`src/rtl/sale_terminal_pkg.sv`:
```
// Shared types and constants for the sale terminal: entry FSM encoding,
// barcode length and the "no product" ProductID.
package sale_terminal_pkg;

  localparam int         BARCODE_LEN = 4;
  localparam logic [3:0] INVALID_PID = 4'hF;

  typedef logic [2:0] entry_state_t;

  localparam entry_state_t ST_IDLE    = 3'd0;
  localparam entry_state_t ST_COLLECT = 3'd1;
  localparam entry_state_t ST_CHECK   = 3'd2;
  localparam entry_state_t ST_ACCEPT  = 3'd3;
  localparam entry_state_t ST_REJECT  = 3'd4;

  function automatic logic digit_in_range(input logic [3:0] d,
                                          input logic [3:0] lo,
                                          input logic [3:0] hi);
    return (d >= lo) && (d <= hi);
  endfunction

endpackage

```
`src/rtl/entry_timer.sv`:
```
// Loadable down-counter shared by the inactivity timeout and the error hold.
// expire is high while the count sits at zero; load takes priority over counting.
module entry_timer #(
  parameter int W = 8
) (
  input  logic         clk,
  input  logic         rst_n,
  input  logic         load,
  input  logic         en,
  input  logic [W-1:0] load_val,
  output logic         expire
);

  logic [W-1:0] count_r;

  // Count down towards zero while enabled, reload on request.
  always_ff @(posedge clk or negedge rst_n) begin
    if (!rst_n) begin
      count_r <= {W{1'b0}};
    end else if (load) begin
      count_r <= load_val;
    end else if (en && (count_r != {W{1'b0}})) begin
      count_r <= count_r - W'(1);
    end else begin
      count_r <= count_r;
    end
  end

  assign expire = (count_r == {W{1'b0}});

endmodule

```
`src/rtl/barcode_entry_collector.sv`:
```
// Collects four keypad digits, samples the external lookup result and either
// presents a ProductID to the sale logic or holds a rejected-scan flag.
module barcode_entry_collector
  import sale_terminal_pkg::*;
#(
  parameter int TIMEOUT_CYCLES = 50_000_000,
  parameter int ERR_HOLD       = 25_000_000,
  parameter int DIGIT_MIN      = 1,
  parameter int DIGIT_MAX      = 4
) (
  input  logic       clk,
  input  logic       rst_n,
  input  logic [3:0] key_digit,
  input  logic       key_strobe,
  input  logic       key_delete,
  input  logic       key_clear,
  input  logic [3:0] lut_product_id,
  input  logic       lut_valid,
  input  logic       product_ack,
  output logic [3:0] BarcodeDigit_0,
  output logic [3:0] BarcodeDigit_1,
  output logic [3:0] BarcodeDigit_2,
  output logic [3:0] BarcodeDigit_3,
  output logic [2:0] digit_count,
  output logic [3:0] product_id,
  output logic       product_valid,
  output logic       scan_error,
  output logic       scan_timeout,
  output logic       bad_digit
);

  localparam int TMR_MAX = (TIMEOUT_CYCLES > ERR_HOLD) ? TIMEOUT_CYCLES : ERR_HOLD;
  localparam int TMR_W   = $clog2(TMR_MAX + 1);
  // Timeout reload is one short because expiry is acted on at the edge after reaching zero.
  localparam logic [TMR_W-1:0] TOUT_LOAD = TMR_W'(TIMEOUT_CYCLES - 1);
  localparam logic [TMR_W-1:0] ERR_LOAD  = TMR_W'(ERR_HOLD);

  entry_state_t                   state_r, state_s;
  logic [BARCODE_LEN-1:0][3:0]    digits_r, digits_s;
  logic [2:0]                     count_r, count_s;
  logic [3:0]                     pid_r, pid_s;
  logic [3:0]                     product_id_r, product_id_s;
  logic                           product_valid_r, product_valid_s;
  logic                           scan_error_r, scan_error_s;
  logic                           scan_timeout_r, scan_timeout_s;
  logic                           bad_digit_r, bad_digit_s;
  logic                           tmr_load_s, tmr_en_s, tmr_expire_s;
  logic [TMR_W-1:0]               tmr_val_s;
  logic [1:0]                     last_idx_s;
  logic                           legal_s;

  entry_timer #(.W(TMR_W)) u_timer (
    .clk      (clk),
    .rst_n    (rst_n),
    .load     (tmr_load_s),
    .en       (tmr_en_s),
    .load_val (tmr_val_s),
    .expire   (tmr_expire_s)
  );

  // Next-state, datapath and registered-output decode for the entry FSM.
  always_comb begin
    state_s         = state_r;
    digits_s        = digits_r;
    count_s         = count_r;
    pid_s           = pid_r;
    product_valid_s = 1'b0;
    product_id_s    = INVALID_PID;
    scan_error_s    = 1'b0;
    scan_timeout_s  = 1'b0;
    bad_digit_s     = 1'b0;
    tmr_load_s      = 1'b0;
    tmr_en_s        = 1'b0;
    tmr_val_s       = TOUT_LOAD;
    last_idx_s      = count_r[1:0] - 2'd1;
    legal_s         = digit_in_range(key_digit, 4'(DIGIT_MIN), 4'(DIGIT_MAX));
    case (state_r)
      ST_IDLE, ST_COLLECT: begin
        tmr_en_s = (state_r == ST_COLLECT);
        if (key_clear) begin
          digits_s = {(BARCODE_LEN*4){1'b0}};
          count_s  = 3'd0;
          state_s  = ST_IDLE;
        end else if (key_delete) begin
          if (state_r == ST_COLLECT) begin
            digits_s[last_idx_s] = 4'h0;
            count_s    = count_r - 3'd1;
            tmr_load_s = 1'b1;
            state_s    = (count_r == 3'd1) ? ST_IDLE : ST_COLLECT;
          end else begin
            state_s = ST_IDLE;
          end
        end else if (key_strobe && legal_s) begin
          digits_s[count_r[1:0]] = key_digit;
          count_s    = count_r + 3'd1;
          tmr_load_s = 1'b1;
          state_s    = (count_r == 3'(BARCODE_LEN - 1)) ? ST_CHECK : ST_COLLECT;
        end else begin
          bad_digit_s = key_strobe;
          // An illegal strobe is not a key event, so it does not hold off the timeout.
          if ((state_r == ST_COLLECT) && tmr_expire_s) begin
            digits_s       = {(BARCODE_LEN*4){1'b0}};
            count_s        = 3'd0;
            scan_timeout_s = 1'b1;
            state_s        = ST_IDLE;
          end else begin
            state_s = state_r;
          end
        end
      end
      ST_CHECK: begin
        if (lut_valid) begin
          pid_s   = lut_product_id;
          state_s = ST_ACCEPT;
        end else begin
          tmr_load_s = 1'b1;
          tmr_val_s  = ERR_LOAD;
          state_s    = ST_REJECT;
        end
      end
      ST_ACCEPT: begin
        // An ack only counts once product_valid has actually been presented.
        if (key_clear || (product_ack && product_valid_r)) begin
          digits_s = {(BARCODE_LEN*4){1'b0}};
          count_s  = 3'd0;
          pid_s    = INVALID_PID;
          state_s  = ST_IDLE;
        end else begin
          product_valid_s = 1'b1;
          product_id_s    = pid_r;
        end
      end
      ST_REJECT: begin
        tmr_en_s = 1'b1;
        if (key_clear || tmr_expire_s) begin
          digits_s = {(BARCODE_LEN*4){1'b0}};
          count_s  = 3'd0;
          state_s  = ST_IDLE;
        end else begin
          scan_error_s = 1'b1;
        end
      end
      default: begin
        digits_s = {(BARCODE_LEN*4){1'b0}};
        count_s  = 3'd0;
        pid_s    = INVALID_PID;
        state_s  = ST_IDLE;
      end
    endcase
  end

  // State, digit store and registered outputs.
  always_ff @(posedge clk or negedge rst_n) begin
    if (!rst_n) begin
      state_r         <= ST_IDLE;
      digits_r        <= {(BARCODE_LEN*4){1'b0}};
      count_r         <= 3'd0;
      pid_r           <= INVALID_PID;
      product_id_r    <= INVALID_PID;
      product_valid_r <= 1'b0;
      scan_error_r    <= 1'b0;
      scan_timeout_r  <= 1'b0;
      bad_digit_r     <= 1'b0;
    end else begin
      state_r         <= state_s;
      digits_r        <= digits_s;
      count_r         <= count_s;
      pid_r           <= pid_s;
      product_id_r    <= product_id_s;
      product_valid_r <= product_valid_s;
      scan_error_r    <= scan_error_s;
      scan_timeout_r  <= scan_timeout_s;
      bad_digit_r     <= bad_digit_s;
    end
  end

  assign BarcodeDigit_0 = digits_r[0];
  assign BarcodeDigit_1 = digits_r[1];
  assign BarcodeDigit_2 = digits_r[2];
  assign BarcodeDigit_3 = digits_r[3];
  assign digit_count    = count_r;
  assign product_id     = product_id_r;
  assign product_valid  = product_valid_r;
  assign scan_error     = scan_error_r;
  assign scan_timeout   = scan_timeout_r;
  assign bad_digit      = bad_digit_r;

endmodule
```
`config.mk`:
```
export PLATFORM = sky130hd
export DESIGN_NAME = barcode_entry_collector
export DESIGN_NICKNAME = d
export VERILOG_FILES = /design/src/rtl/sale_terminal_pkg.sv /design/src/rtl/entry_timer.sv /design/src/rtl/barcode_entry_collector.sv
export SDC_FILE = /design/constraint.sdc
export NUM_CORES = 1
export LEC_CHECK = 0
export CORE_UTILIZATION = 40
export CTS_BUF_LIST = sky130_fd_sc_hd__clkbuf_4 sky130_fd_sc_hd__clkbuf_8
export DETAILED_ROUTE_END_ITERATION = 10
export PLACE_DENSITY = 0.63
export SYNTH_ARGS = -nofsm -noshare
export SYNTH_HDL_FRONTEND = slang
export SYNTH_SLANG_ARGS = --single-unit
```
`constraint.sdc`:
```
create_clock -name clk -period 3.8 [get_ports clk]
set_input_delay 0.76 -clock clk [delete_from_list [all_inputs] [get_ports clk]]
set_output_delay 0.76 -clock clk [all_outputs]
set_load 0.02 [all_outputs]
```
==> results, run 1 <==
- The setup path with the least slack is of type flip-flop to flip-flop.
- The first global-routing pass estimated roughly 12000 um of wire.
- The overall routing resource usage is about 19%.
- The achievable frequency is between 0.3 and 0.4 GHz.
- The synthesized instance count is approximately 300.
- The aggregate global routing overflow is 0.
- Max-cap violations in this run came to 0.
- For this run, the share of the core covered by cells in the final layout is between 50% and 60%.
- Yosys printed 0 warnings.
- For this run, the post-layout net count is 371.
- The synthesized design spends more area on one cell type than any other, namely sky130_fd_sc_hd__dfrtp_1.
- The TritonCTS buffer count is 9.
- The sequential element share of the synthesized area is between 40% and 50%.
- Global routing used between 4 and 5% of the available met3 tracks.
- The reported leakage power is 0.001489 uW.
- The detailed router placed ~2500 vias in this run.
- OpenSTA, run right after detailed placement, puts the worst setup slack at between 700 and 800 ps.
- Setup repair after global routing left no endpoint under its margin.
- The worst slew margin relative to its limit is 33.85%.
- For the worst setup path, the data arrival time is around 3000 ps.
- By count the netlist is led by sky130_fd_sc_hd__dfrtp_1 (52), sky130_fd_sc_hd__nor2_1 (30), sky130_fd_sc_hd__nand2_1 (21), sky130_fd_sc_hd__nor3_1 (17), sky130_fd_sc_hd__o21ai_0 (15).
- The number of violations reported at the end of detailed-routing iteration 0 is 120.
- The clock sink count is 60.
- Global routing consumed, on the met1 layer, approximately 27% of the routing resources.
- After clock tree synthesis, the flow added hold-fix buffers numbering 0.
- Gates resized during post-CTS repair numbered 0.
- After detailed placement, the design holds a cell count of between 400 and 500.
- Of all nets on the critical path, the largest fanout is 8.
- The die area is about 8000 um^2.
- At the worst endpoint, the required time is roughly 4000 ps.
- In this run the core area contains 31 standard-cell rows.
- The signal on the critical path passes through or4_1 > nor4_4 > nand3_4 > o211ai_4 > o211ai_1 > a32o_1.
- Dividing the final minimum period by the clock period gives a little under three quarters.
- The growth of design area from synthesis to finish is 24.84%.
- The class of the tightest hold or removal check is flip-flop to flip-flop.
- The number of synthesized register bits is 60.
- The share of layout cells above drive strength 1 is between 10% and 20%.
- The cell family contributing the most delay on the critical path is simple AND/OR/NAND/NOR gates.
- Using the TritonRoute via totals, the vias-per-cell ratio works out to about 5.5.
- The starting density of the core is 42.24%.
- The start of the worst register-to-register path is u_timer.count_r[16].
- The run finished with clean final reports.
- For this design the ratio of total power to cell area is 426.2 nW/um^2.
- For this run, the detailed router's first-pass iteration total came to 4.
- 0 antenna diodes ended up in the layout.
- In this run the remaining antenna-violating nets after routing total 0.
- The met2 usage is approximately 29%.
- Clock latency on the worst-skew pair, taken at its later pin, is around 350 ps.
- In the routed design, unresolved DRC markers number 0.
- Counting along the longest clock path gives a buffer depth of 2.
- The number of global-route vias before repair is 2441.
- The largest net degree at the start of global routing is 46.
- The endpoint identified for the worst register-to-register timing path is BarcodeDigit_2[0].
- Fill cells in the final layout number approximately 680.
- Buffers placed on the I/O ports in this run total slightly above 40.
- The number of setup buffers added after CTS is 0.
- At the pin with the least slew margin, the transition time is 992.2 ps.
- The mean post-synth cell area is between 10 and 15 um^2.
- The number of antenna violations at the first check in global routing is 0.
- Yosys attributes the largest share of cell area to sky130_fd_sc_hd__dfrtp_1 (42%), sky130_fd_sc_hd__dfstp_2 (6.8%), sky130_fd_sc_hd__a32o_1 (3.9%).
- The final period demand of the worst path is between 2000 and 3000 ps.
- The worst hold path begins at BarcodeDigit_0[3].
- The width of the die is approximately 90 um.
- The final critical-path setup slack is between 1000 and 1500 ps.
- The portion of synthesized cell area occupied by the leading cell type is a little over two fifths.
- The number of standard cells in the layout, taps in and fillers out is 451.
- The H-tree was split into 3 levels.
- After detailed routing, the average wire length per cell comes to between 15 and 20 um.
- Once detailed placement completed, the half-perimeter wirelength came to slightly below 5000 um.
- STA classifies the critical path startpoint as a flip-flop.
- between 40 and 50 I/O pins were placed.
- The worst hold path stage count is 1.
- The peak-usage layer in the global routing report is met2.
- Wires add up to slightly above 7000 um.
- For the final routed database, the setup TNS stands at 0 ps.
- When the netlist entered floorplanning its net count stood at around 320.
- The number of failing hold endpoints at the final stage is 0.
- The worst-case clock skew is 8.182 ps.
- For this run, the leading register cell type out of synthesis is sky130_fd_sc_hd__dfrtp_1.
- The buffers plus inverters on the worst setup path is 0.
- The terminating pin of the worst hold path is BarcodeDigit_0[3].
- The number of setup violations in the final report is 0.
- The last weighted congestion value of the routability-driven placer is between 0.8 and 0.9.
- The largest stage delay on the critical path is 690 ps.
- The register-to-register setup slack is ~1100 ps.
- VDD sags by at most roughly 0.26 mV.
- Counting cells, the worst reg-to-reg path comes to 6.
- TritonCTS built the clock tree.
- The number of synthesized flops with an enable pin is 0.
- The die height is about 90 um.
- The number of slew-limit violations in the final report is 0.
- The library cell contributing the largest single delay on the critical path is sky130_fd_sc_hd__or4_1.
- Clock tree synthesis selected as its root buffer the cell sky130_fd_sc_hd__clkbuf_8.
- The kind of end point of the critical path is a flip-flop.
- The netlist area before placement is 3113 um^2.
- In the synthesized netlist the async set-or-reset flop fraction comes to 100.0%.
- sky130_fd_sc_hd__dfrtp_1 is the most common cell in the netlist.
- The number of library cell types mapped by synthesis is 50.
- The region available for standard cell placement spans around 7400 um^2.
- The clock input transition at the sequential cells of the worst setup and hold paths is approximately 70 ps.
==> sequential cells by signal (all words and copies together), names as in the netlist, 4 cells and up <==
register,count
BarcodeDigit_0,4
pid_r,4
product_id,4
BarcodeDigit_2,4
BarcodeDigit_1,4
BarcodeDigit_3,4
u_timer.count_r,26
==> worst max path at each step <==
| stage | slack (ps) | to | startpoint | depth (start not counted) |
|---|---|---|---|---|
| after floorplan | 1360 | u_timer.count_r[4] | u_timer.count_r[3] | 8 |
| after global placement | 790 | u_timer.count_r[7] | key_clear | 7 |
| after detailed placement | 790 | u_timer.count_r[8] | key_clear | 7 |
| after CTS | 1080 | BarcodeDigit_1[2] | u_timer.count_r[16] | 6 |
| after global routing | 920 | BarcodeDigit_3[2] | u_timer.count_r[16] | 6 |
| final | 1080 | BarcodeDigit_2[0] | u_timer.count_r[16] | 6 |
==> report_power, final <==
group	internal, uW	switching (uW)	leakage [uW]	total (uW)
Combinational	83.7	121	0.000637	205
Clock	478	259	0.000130	737
Sequential	675	40.2	0.000723	715
==> cells by family (layout without fill, tap and decap cells) <==
group	Yosys count	in the layout	share of synthesized area [%]
AOI/OAI and AO/OA	57	57	14.19
xor gates and xnor gates	16	16	4.501
adders and majority gates	9	9	3.617
buffers and inverters	16	69	2.251
DFF	60	60	48.55
muxes	1	1	0.3216
and+or+nand+nor	140	140	26.57
==> layout make-up <==
type	count	area, um^2	area share [%]
multi-input cells	223	1531	39.41
flip-flops and latches	60	1511	38.89
repair buffers	45	435.4	11.20
clock buffers	12	158.9	4.089
well taps	99	123.9	3.187
clock inverters	4	95.09	2.447
inverters	8	30.03	0.7727
==> stage by stage <==
stage          power, uW  hold WS (ps)  cell area (um^2)
5_1_grt             1733         524.5              3886
4_1_cts             1673         497.3              3886
3_5_place_dp       926.7         470.2              3632
2_1_floorplan      848.2         464.4              3113
3_3_place_gp       926.0         469.8              3632
6_report            1656         494.1              3886
==> cells in the final DEF (no fill, tap or decap), types with 11 or more instances in the layout <==
| cell | count |
|---|---|
| sky130_fd_sc_hd__a32o_1 | 12 |
| sky130_fd_sc_hd__o21ai_0 | 15 |
| sky130_fd_sc_hd__xnor2_1 | 11 |
| sky130_fd_sc_hd__nand2_1 | 21 |
| sky130_fd_sc_hd__clkdlybuf4s50_1 | 40 |
| sky130_fd_sc_hd__nor2_1 | 30 |
| sky130_fd_sc_hd__nor3_1 | 17 |
| sky130_fd_sc_hd__dfrtp_1 | 52 |
| sky130_fd_sc_hd__clkbuf_8 | 11 |
| sky130_fd_sc_hd__nand3_1 | 12 |
==> per-layer routing <==
layer  share of wire, %  routed length [um]  up-vias
met5                  0                   0        -
met4                2.0                 146        0
met3                3.9                 281       17
met2                 46                3261       60
met1                 48                3470     1190
li1                   -                   -     1210
(Power assumes the default switching activity.)
==> run 2, diff against run 1 <==
Clock period 3.8 ns to 2.6 ns, I/O delays scaled along.
==> run 2 against run 1 <==
Net effect: design area is 5.8% higher; register-to-register slack worse by 930 ps; wire length hardly changed; critical path depth is 1 higher; worst setup slack worse by 930 ps; non-clock buffer count is 27 higher; sequential cell count stayed put; critical endpoint is now BarcodeDigit_1[2]; highest routed layer unchanged.
==> results, run 2 (synthesis gave the netlist of run 1 again) <==
- The largest net degree at the start of global routing is 28.
- In this design, the largest share of critical-path delay is due to simple AND/OR/NAND/NOR gates.
- The kind of end point of the critical path is a flip-flop.
- The number of global-route vias before repair is 2552.
- The critical path is of the flip-flop to flip-flop type.
- The area of the core is between 7000 and 8000 um^2.
- The reported leakage power is about 0.0016 uW.
- The die height is 90.22 um.
- The share of layout cells above drive strength 1 is between 20 and 25%.
- In this run, CTS created clock tree buffers numbering 9.
- TritonCTS built the clock tree.
- The overall routing resource usage is roughly a fifth.
- The die covers 8140 um^2.
- The DRC violations left is 0.
- The achievable frequency is 0.4082 GHz.
- The number of slew-limit violations in the final report is 0.
- The aggregate global routing overflow is 0.
- The count of antenna-violating nets left after detailed routing is 0.
- Summed over all layers, the routed wires come to between 7000 and 8000 um.
- The worst-case IR drop observed on VDD is between 0.3 and 0.4 mV.
- The cell area power density is between 500 and 600 nW/um^2.
- The actual slew at the worst max-slew pin is 669.9 ps.
- Walking the worst path, the cells encountered are or4_1 > buf_4 > nor4_4 > nand3_4 > o211ai_4 > o211ai_1 > a32o_1.
- The library cell contributing the largest single delay on the critical path is sky130_fd_sc_hd__or4_1.
- Max-cap violations in this run came to 0.
- Once layout is complete, the utilization of the core stands at 55.79%.
- The worst pin sits at a relative slew slack of between 50% and 60%.
- The number of setup violations in the final report is 0.
- Port buffering added 41 buffers.
- The clock power share is between 40% and 50%.
- The clock arrives with 10.14 ps of skew.
- Ranked by flip-flop count, first place goes to u_timer.count_r.
- The final critical-path setup slack is roughly 150 ps.
- The width of the die is 90.22 um.
- The wire length per cell is roughly 15 um.
- After detailed routing, the number of vias per cell comes to between 5 and 6.
- The power share of the sequential group is between 40 and 50%.
- In this run switching power makes up 25.12% of total power.
- Summed over all failing endpoints, the final setup total negative slack is 0 ps.
- The layout has 686 filler cells.
- The most frequent standard cell in the layout excluding fill and tap cells is sky130_fd_sc_hd__dfrtp_1.
- The standard-cell row count is 31.
- The run finished with clean final reports.
- The clock sink count is 60.
- On the worst path, the slowest cell contributes a delay of 550 ps.
- The buffers plus inverters on the worst setup path is 1.
- The pre-CTS setup slack is -7.178 ps.
- The switching component of the power is slightly above 600 uW.
- The number of antenna violations at the first check in global routing is 0.
- The number of standard cells in the layout, taps in and fillers out is around 480.
- The launching element type of the critical path is a flip-flop.
- The worst hold path belongs to the class primary input to asynchronous set/reset pin.
- The last weighted congestion value of the routability-driven placer is ~0.84.
- The wire length of the first global-routing pass is 12320 um.
- Detailed placement finished with a half-perimeter wire length of 5387 um.
- Clock tree synthesis selected as its root buffer the cell sky130_fd_sc_hd__clkbuf_8.
- Setup repair after global routing left no endpoint under its margin.
- Internal power comes to 1805 uW.
- The combinational cell fraction of total power is around 15%.
- The depth of the CTS H-tree is 3.
- Clock-pin slew was measured on the worst setup and hold paths at roughly 70 ps.
- For this run, the detailed router's first-pass iteration total came to 4.
- In this run, the number of DRC markers left after iteration 0 of detailed routing was 90.
- The library cells used most frequently in the layout, excluding fill and tap cells, are sky130_fd_sc_hd__dfrtp_1 (52), sky130_fd_sc_hd__clkdlybuf4s50_1 (40), sky130_fd_sc_hd__nor2_1 (30).
- The routed layout has approximately 2500 vias.
- The clock insertion delay at the later pin of the skew report is about 340 ps.
- Of all nets on the critical path, the largest fanout is 6.
- Once placement completed, the tool counted placed cells totaling about 460.
- After layout, the worst path uses 94.22% of the clock period.
- The worst path in the final design needs a cycle of ~2400 ps, including I/O delays and setup.
- In the final design database the tool counted 398 nets.
- The count of antenna diodes in the layout is 0.
- At the worst endpoint, the required time is between 2000 and 3000 ps.
- The number of placed I/O pins is 42.
- The number of failing hold endpoints at the final stage is 0.
- The growth of design area from synthesis to finish is 32.07%.
- The maximum clock path buffer count is 2.
- The arrival time at the worst endpoint is about 2700 ps.
- The flip-flop count of the largest register after layout is 26.
- The starting density of the core is a little over two fifths.
## run 2: cell types whose count changed in the layout (fill, tap and decap cells not counted)
cell / previous run / this run
sky130_fd_sc_hd__nor4_2: 1 / 2
sky130_fd_sc_hd__buf_4: 4 / 29
sky130_fd_sc_hd__nor4_1: 9 / 8
sky130_fd_sc_hd__clkbuf_8: 11 / 9
sky130_fd_sc_hd__or4_4: 1 / 2
sky130_fd_sc_hd__buf_12: 0 / 2
sky130_fd_sc_hd__clkbuf_4: 1 / 2
sky130_fd_sc_hd__clkinvlp_4: 0 / 1
sky130_fd_sc_hd__or4_1: 6 / 5
## run 2: final cells by class
type	count	area, um^2	share of cell area [%]
clock buffer	11	138.9	3.378
clock inverter	5	102.6	2.495
inverter	8	30.03	0.7304
multi-input combinational	223	1541	37.49
sequential	60	1511	36.76
tap	99	123.9	3.013
timing repair buffer	72	663.1	16.13
## run 2: worst paths after layout
check / to / from / depth (start not counted) / slack (ps)
min reg2reg: BarcodeDigit_2[3] / BarcodeDigit_2[3] / 1 / 490
max reg2reg: BarcodeDigit_1[2] / u_timer.count_r[20] / 7 / 150
max: BarcodeDigit_1[2] / u_timer.count_r[20] / 7 / 150
min: u_timer.count_r[3] / rst_n / 1 / 180
max in group asynchronous: pid_r[2] / rst_n / 2 / 1790
min in group clk: BarcodeDigit_2[3] / BarcodeDigit_2[3] / 1 / 490
## run 2: routing by layer
metal	track usage (%)	wire length [um]	part of all wire, %
met5	0	0	0
met2	31.74	3495	49
met4	5.645	48	0.67
met3	4.907	232	3.2
met1	24.62	3382	47
## run 2: power by group through the flow
stage	Clock [uW]	Combinational [uW]	Sequential [uW]
final	1020	360	1030
after detailed placement	0	361	1050
after global placement	0	352	1050
after CTS	1040	364	1030
after floorplan	0	184	1060
after global routing	1080	403	1040
## run 2: through the flow
| stage | hold WS (ps) | total power, uW | instance area (um^2) |
|---|---|---|---|
| floorplan | 224.4 | 1240 | 3113 |
| global placement | 472.1 | 1400 | 3852 |
| detailed placement | 475.7 | 1411 | 3852 |
| CTS | 178.8 | 2441 | 4094 |
| global route | 201.8 | 2530 | 4111 |
| finish | 177.8 | 2411 | 4111 |
## run 2: timing repair
item	in CTS	in global routing
hold buffers	0	0
setup buffers	0	1
setup endpoints to repair	0	13
resized for setup	0	2
==> run 3, diff against run 2 <==
Settings changed: CTS_CLUSTER_SIZE from default to 28, GPL_TIMING_DRIVEN from default to 0.
==> run 3 against run 2 <==
Net effect: clock skew increased by 0.63 ps; sequential share of layout area increased by 0.11 points; critical endpoint is now u_timer.count_r[4]; largest cell class unchanged; maximum frequency decreased by 4.2%.
==> results, run 3 (synthesis gave the netlist of run 1 again) <==
- At the end of routability-driven placement, the weighted congestion stood at approximately 0.8.
- The number of violations of the max-capacitance limit is 0.
- Power comes to roughly 2400 uW.
- For this design the static power due to leakage is approximately 0.0016 uW.
- The worst slew margin relative to its limit is about three fifths.
- Setup violations remaining at the end of the flow were counted as 0.
- The kind of end point of the critical path is a flip-flop.
- The clock insertion delay at the later pin of the skew report is between 300 and 400 ps.
- The number of failing hold endpoints at the final stage is 0.
- The signal on the critical path passes through or4_4 > buf_6 > or4_4 > buf_12 > o31ai_4 > buf_6 > nor3_1 > xnor2_1 > o21ai_1.
- The flip-flop count of the largest register after layout is 26.
- In the routed layout, each cell is associated on average with a via count of ~5.4.
- On the final layout, the worst clock skew is 10.78 ps.
- The data required time at the worst endpoint is between 2000 and 3000 ps.
- Detailed routing placed a total of approximately 3600 um of wire on met2.
- The cell family contributing the most delay on the critical path is simple AND/OR/NAND/NOR gates.
- The count of antenna diodes in the layout is 0.
- For this run, the total global-route usage over all layers was measured as a little under 20%.
- The routed via count is around 2500.
- The final core utilization is between 50% and 60%.
- The clock tree from TritonCTS is done.
- The area after detailed placement is approximately 3700 um^2.
- The wire length per cell is around 16 um.
- The tree is rooted in a sky130_fd_sc_hd__clkbuf_8.
- Counting every sink on the clock net gives 60.
- The area growth from synthesis to layout is 31.67%.
- The met3 layer wire length in the routed design is between 200 and 250 um.
- For this run, design rule violations remaining after detail routing come to 0.
- Counting both buffers and inverters, the worst setup path holds a total of 3.
- The final design area excluding fillers is approximately 4100 um^2.
- The number of slew-limit violations in the final report is 0.
- Ranked by flip-flop count, first place goes to u_timer.count_r.
- In the layout the commonest cells are sky130_fd_sc_hd__dfrtp_1 (52), sky130_fd_sc_hd__clkdlybuf4s50_1 (39), sky130_fd_sc_hd__nor2_1 (30).
- For this design the ratio of total power to cell area is about 580 nW/um^2.
- Setup repair after global routing could not meet its margin everywhere.
- The count of antenna-violating nets left after detailed routing is 0.
- The uppermost signal routing layer after detailed routing is met4.
- The post-layout net count is 390.
- The ratio of final minimum period to clock period is a little over nine tenths.
- The total iterations of the first detailed-routing run is 5.
- The class of the tightest hold or removal check is primary input to asynchronous set/reset pin.
- Detailed placement finished with a half-perimeter wire length of around 5100 um.
- The aggregate global routing overflow is 0.
- Setup slack closes at 41.69 ps.
- The starting density of the core is 42.24%.
- The standard-cell row count is 31.
- The arrival time at the worst endpoint is about 2800 ps.
- Input and output buffers added on the ports amount to 40.
- The largest stage delay on the critical path is between 500 and 600 ps.
- The wire length of the first global-routing pass is about 13000 um.
- CTS built an H-tree with a depth of 3.
- At the pin with the least slew margin, the transition time is approximately 620 ps.
- The most frequent standard cell in the layout excluding fill and tap cells is sky130_fd_sc_hd__dfrtp_1.
- The run finished with clean final reports.
- The floorplan step set the die width to between 90 and 100 um.
- The maximum fanout count along the critical path is 9.
- After detailed routing, the wire length on met1 is 3476 um.
- The number of antenna violations at the first check in global routing is 0.
- The longest clock path from root to sink contains 2 buffers.
- Among all stages on the critical path, the largest delay is contributed by sky130_fd_sc_hd__or4_4.
- The pre-CTS setup slack is -657.7 ps.
- Across the VDD grid, the largest voltage drop is 0.3451 mV.
- For this block, the initial DRC count from the detailed router was between 100 and 150.
- The final hold slack is ~150 ps.
- The die area is ~8000 um^2.
- The clock input transition at the sequential cells of the worst setup and hold paths is 70 ps.
- The number of placed I/O pins is 42.
- The worst setup path is of the flip-flop to flip-flop kind.
- The number of global-route vias before repair is around 2500.
- The achievable frequency is between 0.3 and 0.4 GHz.
- The largest net degree at the start of global routing is 40.
- The die height is about 90 um.
- Buffers inserted during clock tree synthesis total 9.
- Wires add up to between 7000 and 8000 um.
- STA classifies the critical path startpoint as a flip-flop.
- The area of the core is between 7000 and 8000 um^2.
- The share of layout cells above drive strength 1 is a little under a fifth.
- The final period demand of the worst path is about 2600 ps.
run 3: per-stage QoR:
stage               std cells  TNS (ps)
finish                    470         0
global route              470    -160.3
CTS                       462         0
detailed placement        439    -15760
global placement          438    -67740
floorplan                 299         0
run 3: timing repair:
action / CTS / global route
hold endpoints to repair: 0 / 0
pin swaps: 5 / 9
gates resized for setup: 8 / 14
buffers inserted: 7 / 8
setup endpoints to repair: 27 / 35
hold buffers: 0 / 0
run 3: final timing paths:
path	from	endpoint	slack, ps	cells after the start
setup reg to reg	u_timer.count_r[3]	u_timer.count_r[4]	40	9
setup / recovery	u_timer.count_r[3]	u_timer.count_r[4]	40	9
min in group clk	BarcodeDigit_2[3]	BarcodeDigit_2[3]	490	1
hold / removal	rst_n	u_timer.count_r[21]	150	1
max in group asynchronous	rst_n	product_id[2]	1810	2
hold reg to reg	BarcodeDigit_2[3]	BarcodeDigit_2[3]	490	1
run 3: metal layers:
layer | vias up | track usage (%)
li1 | 1243 | -
met1 | 1262 | 25.11
met2 | 36 | 31.87
met3 | 7 | 5.161
met4 | 0 | 6.048
met5 | - | 0
run 3: cell type report:
type                       instances  area (um^2)
inverter                           8        30.03
tap                               99        123.9
clock buffer                       9        123.9
multi-input combinational        223         1619
buffer                             8        55.05
sequential                        60         1511
clock inverter                     7        100.1
fill                             667         3271
timing repair buffer              56        535.5
run 3: worst register-to-register path, delay by kind of cell, from the launching register on:
kind / cells / cell delay [ps]
buffers and inverters: 3 / 480
AND/OR/NAND/NOR: 3 / 1030
AO/OA/AOI/OAI: 2 / 350
flip-flops: 1 / 420
XOR/XNOR: 1 / 140
run 3: power breakdown:
group	internal (uW)	total (uW)	leakage [uW]	switching (uW)
logic	172	375	0.000769	203
registers	986	1040	0.000723	54.9
clock network	544	942	0.000102	398
total	1700	2360	0.00159	656
